### src/rtl/perm_data_pipe.sv
// perm_data_pipe: pipelined priority selection over NSTAGE candidate words.
// Stage 0 always supplies the word; each later stage k overrides it when its
// select bit is set, so the highest set select wins. Slot k resolves stage k,
// with valid/ready backpressure and bubble collapsing through the pipe.
// Optional build macro PERM_DATA_PIPE_TAP_EN adds tap_dat/tap_vld, exposing the
// resolved word of the latest word set to leave each slot.
module perm_data_pipe #(
    parameter int unsigned WIDTH  = 32,
    parameter int unsigned NSTAGE = 5,
    parameter int unsigned SW     = $clog2(NSTAGE)
) (
    input  logic                    clk,
    input  logic                    rstn,
    input  logic                    in_valid,
    output logic                    in_ready,
    input  logic [NSTAGE*WIDTH-1:0] in_dat,
    input  logic [NSTAGE-1:0]       in_sel,
    output logic                    out_valid,
    input  logic                    out_ready,
    output logic [WIDTH-1:0]        out_dat,
    output logic [SW-1:0]           out_src,
    output logic                    busy
`ifdef PERM_DATA_PIPE_TAP_EN
    ,
    output logic [NSTAGE*WIDTH-1:0] tap_dat,
    output logic [NSTAGE-1:0]       tap_vld
`endif
);

    // Per-slot state: valid, running word, source index, carried candidates
    logic [NSTAGE-1:0]       v_q;
    logic [WIDTH-1:0]        d_q   [NSTAGE];
    logic [SW-1:0]           s_q   [NSTAGE];
    logic [NSTAGE*WIDTH-1:0] w_q   [NSTAGE];
    logic [NSTAGE-1:0]       sel_q [NSTAGE];

    logic [WIDTH-1:0]        d_nxt   [NSTAGE];
    logic [SW-1:0]           s_nxt   [NSTAGE];
    logic [NSTAGE*WIDTH-1:0] w_nxt   [NSTAGE];
    logic [NSTAGE-1:0]       sel_nxt [NSTAGE];

    logic [NSTAGE:0]   can_take;
    logic [NSTAGE-1:0] load;
    logic [NSTAGE-1:0] leave;

    // A slot can take when it, or any slot downstream of it, is empty, or the
    // consumer is accepting: the unrolled form of ~v_k | can_take_(k+1).
    assign can_take[NSTAGE] = out_ready;
    for (genvar k = 0; k < NSTAGE; k++) begin : g_flow
        assign can_take[k] = out_ready | ~(&v_q[NSTAGE-1:k]);
        assign leave[k]    = v_q[k] & can_take[k+1];
        if (k == 0) begin : g_head
            assign load[k] = in_valid & can_take[0];
        end else begin : g_body
            assign load[k] = v_q[k-1] & can_take[k];
        end
    end

    // Next contents of each slot: head from the input, others resolve stage k
    always_comb begin
        d_nxt[0]   = in_dat[WIDTH-1:0];
        s_nxt[0]   = '0;
        w_nxt[0]   = in_dat;
        sel_nxt[0] = in_sel;
        for (int k = 1; k < NSTAGE; k++) begin
            w_nxt[k]   = w_q[k-1];
            sel_nxt[k] = sel_q[k-1];
            if (sel_q[k-1][k]) begin
                d_nxt[k] = w_q[k-1][k*WIDTH +: WIDTH];
                s_nxt[k] = SW'(k);
            end else begin
                d_nxt[k] = d_q[k-1];
                s_nxt[k] = s_q[k-1];
            end
        end
    end

    // Slot registers; data only moves on a transfer into the slot
    always_ff @(posedge clk or negedge rstn) begin
        if (!rstn) begin
            v_q <= '0;
            for (int k = 0; k < NSTAGE; k++) begin
                d_q[k]   <= '0;
                s_q[k]   <= '0;
                w_q[k]   <= '0;
                sel_q[k] <= '0;
            end
        end else begin
            for (int k = 0; k < NSTAGE; k++) begin
                v_q[k] <= load[k] | (v_q[k] & ~leave[k]);
                if (load[k]) begin
                    d_q[k]   <= d_nxt[k];
                    s_q[k]   <= s_nxt[k];
                    w_q[k]   <= w_nxt[k];
                    sel_q[k] <= sel_nxt[k];
                end
            end
        end
    end

    // The last slot's carried candidates have no further stage to feed
    logic unused_tail;
    assign unused_tail = ^{w_q[NSTAGE-1], sel_q[NSTAGE-1]};

`ifdef PERM_DATA_PIPE_TAP_EN
    // Capture each slot's resolved word as it leaves; pulse its valid once
    always_ff @(posedge clk or negedge rstn) begin
        if (!rstn) begin
            tap_dat <= '0;
            tap_vld <= '0;
        end else begin
            tap_vld <= leave;
            for (int k = 0; k < NSTAGE; k++) begin
                if (leave[k]) begin
                    tap_dat[k*WIDTH +: WIDTH] <= d_q[k];
                end
            end
        end
    end
`endif

    assign in_ready  = can_take[0];
    assign out_valid = v_q[NSTAGE-1];
    assign out_dat   = d_q[NSTAGE-1];
    assign out_src   = s_q[NSTAGE-1];
    assign busy      = |v_q;

endmodule
### config.mk
export PLATFORM = sky130hd
export DESIGN_NAME = perm_data_pipe
export DESIGN_NICKNAME = d
export VERILOG_FILES = /design/src/rtl/perm_data_pipe.sv
export SDC_FILE = /design/constraint.sdc
export NUM_CORES = 1
export LEC_CHECK = 0
export ABC_AREA = 1
export CAP_MARGIN = 20
export CORE_ASPECT_RATIO = 1.2
export CORE_MARGIN = 2
export CORE_UTILIZATION = 62
export CTS_BUF_LIST = sky130_fd_sc_hd__clkbuf_16
export CTS_CLUSTER_SIZE = 20
export DETAILED_ROUTE_END_ITERATION = 6
export GPL_TIMING_DRIVEN = 0
export PLACE_DENSITY = 0.95
export SLEW_MARGIN = 0
export SYNTH_ARGS = -nofsm -noshare
export SYNTH_HDL_FRONTEND = slang
export SYNTH_SLANG_ARGS = --single-unit
### constraint.sdc
create_clock -name clk -period 2.3 [get_ports clk]
set_input_delay 0.69 -clock clk [delete_from_list [all_inputs] [get_ports clk]]
set_output_delay 0.69 -clock clk [all_outputs]
set_load 0.1 [all_outputs]
==> flow_summary_export.csv <==
group,metric,value,unit
outcome,status,"finished with violations",
outcome,violations,"negative setup slack",
finish,nets,2919,
sta,maxSlewViolCount,0,
die,io_pins,207,
placement,port_buffers,205,
die,die_y,206,µm
routing,drt_pass1_iterations,7,
finish,mostFrequentLayoutCell,"nand2_1",
power_and_ir_drop,switching_share,39.0,%
worst_setup_path,path_cells,"buf_6 -> clkbuf_8 -> inv_1 -> nand3_1 -> buf_12",
worst_setup_path,cp.arrival,1.70,ns
cts,cts.sinks,503,
global_route,grt_pass1_wl,97.1,mm
yosys,synth.avg_cell_area,8.52,µm²
global_route,grt_overflow,0,
die,die-width,173,µm
worst_setup_path,end_kind,"output pin",
routing,drcViolationCount,0,
sta,slew_headroom,53.8,%
yosys,yosysWarnings,0,
sta,setup_viol_count_final,2,
yosys,yosysTopAreaCellShare,59.5,%
sta,grt_setup_unrepaired,"yes",
yosys,syn_inst,2483,
power_and_ir_drop,clock_power_share,24.5,%
power_and_ir_drop,power.leakage,13.2,nW
cts,clkLatencyLatePin,0.57,ns
cts,cts.hold.buffers_added,0,
placement,dp_hpwl,42.1,mm
power_and_ir_drop,peakVddDrop,0.000515,V
routing,antenna_left,0,
yosys,syn_nets,2652,
finish,layout-drive-gt1-share,9.09,%
worst_setup_path,slowest_stage,"dfrtp_1",
power_and_ir_drop,switching_power,11.9,mW
sta,tightest_slew,0.693,ns
cts,cts_buffers,46,
sta,hold_viol,0,
cts,cts_buffer_depth,3,
yosys,ys_seq_area_share,59.5,%
routing,routed_wl,60.9,mm
worst_setup_path,cp-start-kind,"flop",
sta,fin_crit_sh,104,%
sta,clock_skew,0.0130,ns
worst_setup_path,critPathKind,"flop to output pin",
die,fp-row-count,74,
finish,final_cell_mix,"nand2_1, dfrtp_1, nand3_1",
sta,hold_ws,0.0921,ns
flow_run,cap_viol_max_count,0,
routing,vias_per_cell,5.85,
worst_setup_path,cp_slowest_stage_delay,0.38,ns
routing,via_count,18935,
yosys,synth_area,21100,µm²
routing,drtIter0Drc,2267,
cts,tritoncts,"built",
power_and_ir_drop,intPower,18.5,mW
cts,clk_pin_slew,0.07,ns
sta,min_period,2.39,ns
finish,fin_util,75.5,%
global_route,grt_pass1_vias,19218,
worst_hold_path,hold_path_class,"input pin to async pin",
placement,gp_congestion,0.952,
worst_setup_path,worstPathRequired,1.61,ns
power_and_ir_drop,power.density,1190,nW/µm²
sta,fmax,419,MHz
finish,area_growth,20.7,%
cts,htreeDepth,2,
sta,fin_ws,-0.0868,ns
die,core_area,33800,µm²
yosys,ys_ff_latch,503,
routing,routedWlPerCell,18.8,µm
global_route,grt_max_degree,133,
power_and_ir_drop,seqPwrFrac,42.5,%
yosys,synthDistinctLibCells,18,
yosys,synth_top_area_cell,"dfrtp_1",
finish,diodes,0,
worst_setup_path,worst-path-max-fanout,10,
global_route,grt.total_usage,34.7,%
die,die-area,35600,µm²
global_route,antenna_found_initial,2,
die,initial_core_util,62.6,%
yosys,ys_top_cells_by_area,"dfrtp_1, nand2_1, nand3_1, o21ai_0, inv_1",
cts,clockRootBuffer,"clkbuf_16",
power_and_ir_drop,combPwrFrac,33.0,%
==> area by class of cell <==
type	count	area [µm²]
sequential	503	12600
clock buffer	49	1230
clock inverter	32	213
inverter	106	398
fill	2068	8280
tap	456	571
multi-input combinational	1666	7170
timing repair buffer	220	2300
buffer	207	1060
==> worst paths after layout <==
| check | start | endpoint | slack, ns | cells after the start |
|---|---|---|---|---|
| setup / recovery | v_q[0] | busy | -0.09 | 5 |
| hold / removal | rstn | d_q[153] | 0.09 | 1 |
| setup reg to reg | v_q[4] | d_q[112] | 0.09 | 8 |
| hold reg to reg | d_q[100] | d_q[100] | 0.46 | 2 |
| max in group asynchronous | rstn | out_dat[10] | 0.41 | 4 |
| min in group clk | d_q[100] | d_q[100] | 0.46 | 2 |
==> critical path: cells and delay by family, from the launching register on <==
family        cells  cell delay (ns)
buf+inv           4             0.62
flops             1             0.38
simple gates      1             0.13
==> layer usage <==
layer / global-route usage, % / vias to the layer above / part of all wire (%)
li1: - / 8391 / -
met1: 39.7 / 9143 / 35
met2: 61.1 / 1106 / 50
met3: 5.43 / 293 / 7.7
met4: 22.8 / 2 / 7.0
met5: 0 / - / 0.015
==> through the flow <==
stage	setup TNS (ns)	power (mW)	setup slack, ns	instance area [µm²]	std cells
after detailed placement	-126.83	22.6	-1.30	23900	3148
after floorplan	0	19.3	0.0170	21100	2483
final	-0.106	30.4	-0.0868	25500	3239
after global routing	-0.212	31.8	-0.120	25500	3239
after global placement	-	22.1	-21.53	23800	3144
after CTS	-0.170	30.1	-0.117	25500	3235
==> registers in the layout, indices dropped and copies added (netlist names) <==
signal   cells
v_q          5
d_q        127
out_src      3
out_dat     32
sel_nxt     12
s_q          3
w_nxt      321
==> logic make-up (layout without fill, tap and decap cells) <==
logic type             count (synthesis)  after routing  share of synthesized area [%]
and+or+nand+nor                     1463           1463                           28.6
DFF                                  503            503                           59.5
buffers and inverters                314            614                           6.65
AOI/OAI and AO/OA                    203            203                           5.20
==> power groups by stage <==
| stage | Clock (mW) | Sequential [mW] | Combinational (mW) |
|---|---|---|---|
| 2_1_floorplan | 0 | 12.5 | 6.82 |
| 3_3_place_gp | 0 | 12.8 | 9.31 |
| 3_5_place_dp | 0 | 12.9 | 9.68 |
| 4_1_cts | 7.43 | 12.8 | 9.85 |
| 5_1_grt | 7.78 | 13.1 | 10.9 |
| 6_report | 7.46 | 12.9 | 10.0 |
==> cells in the mapped netlist <==
master	number
clkinv_1	1
or2_2	32
dfrtp_1	503
clkbuf_1	79
o21a_1	1
buf_4	44
nor2_1	1
inv_1	105
nor2_4	1
nand2_1	1061
nand2_2	2
o211ai_1	32
nand3_1	363
nor3_1	1
o21ai_0	170
buf_1	36
nand3_2	2
buf_2	49
==> timing repair <==
action,4_1_cts,5_1_grt
setup buffers,7,4
pin swaps,2,3
setup endpoints to repair,42,12
resized for setup,141,15
Power figures use the tool's default switching activity.
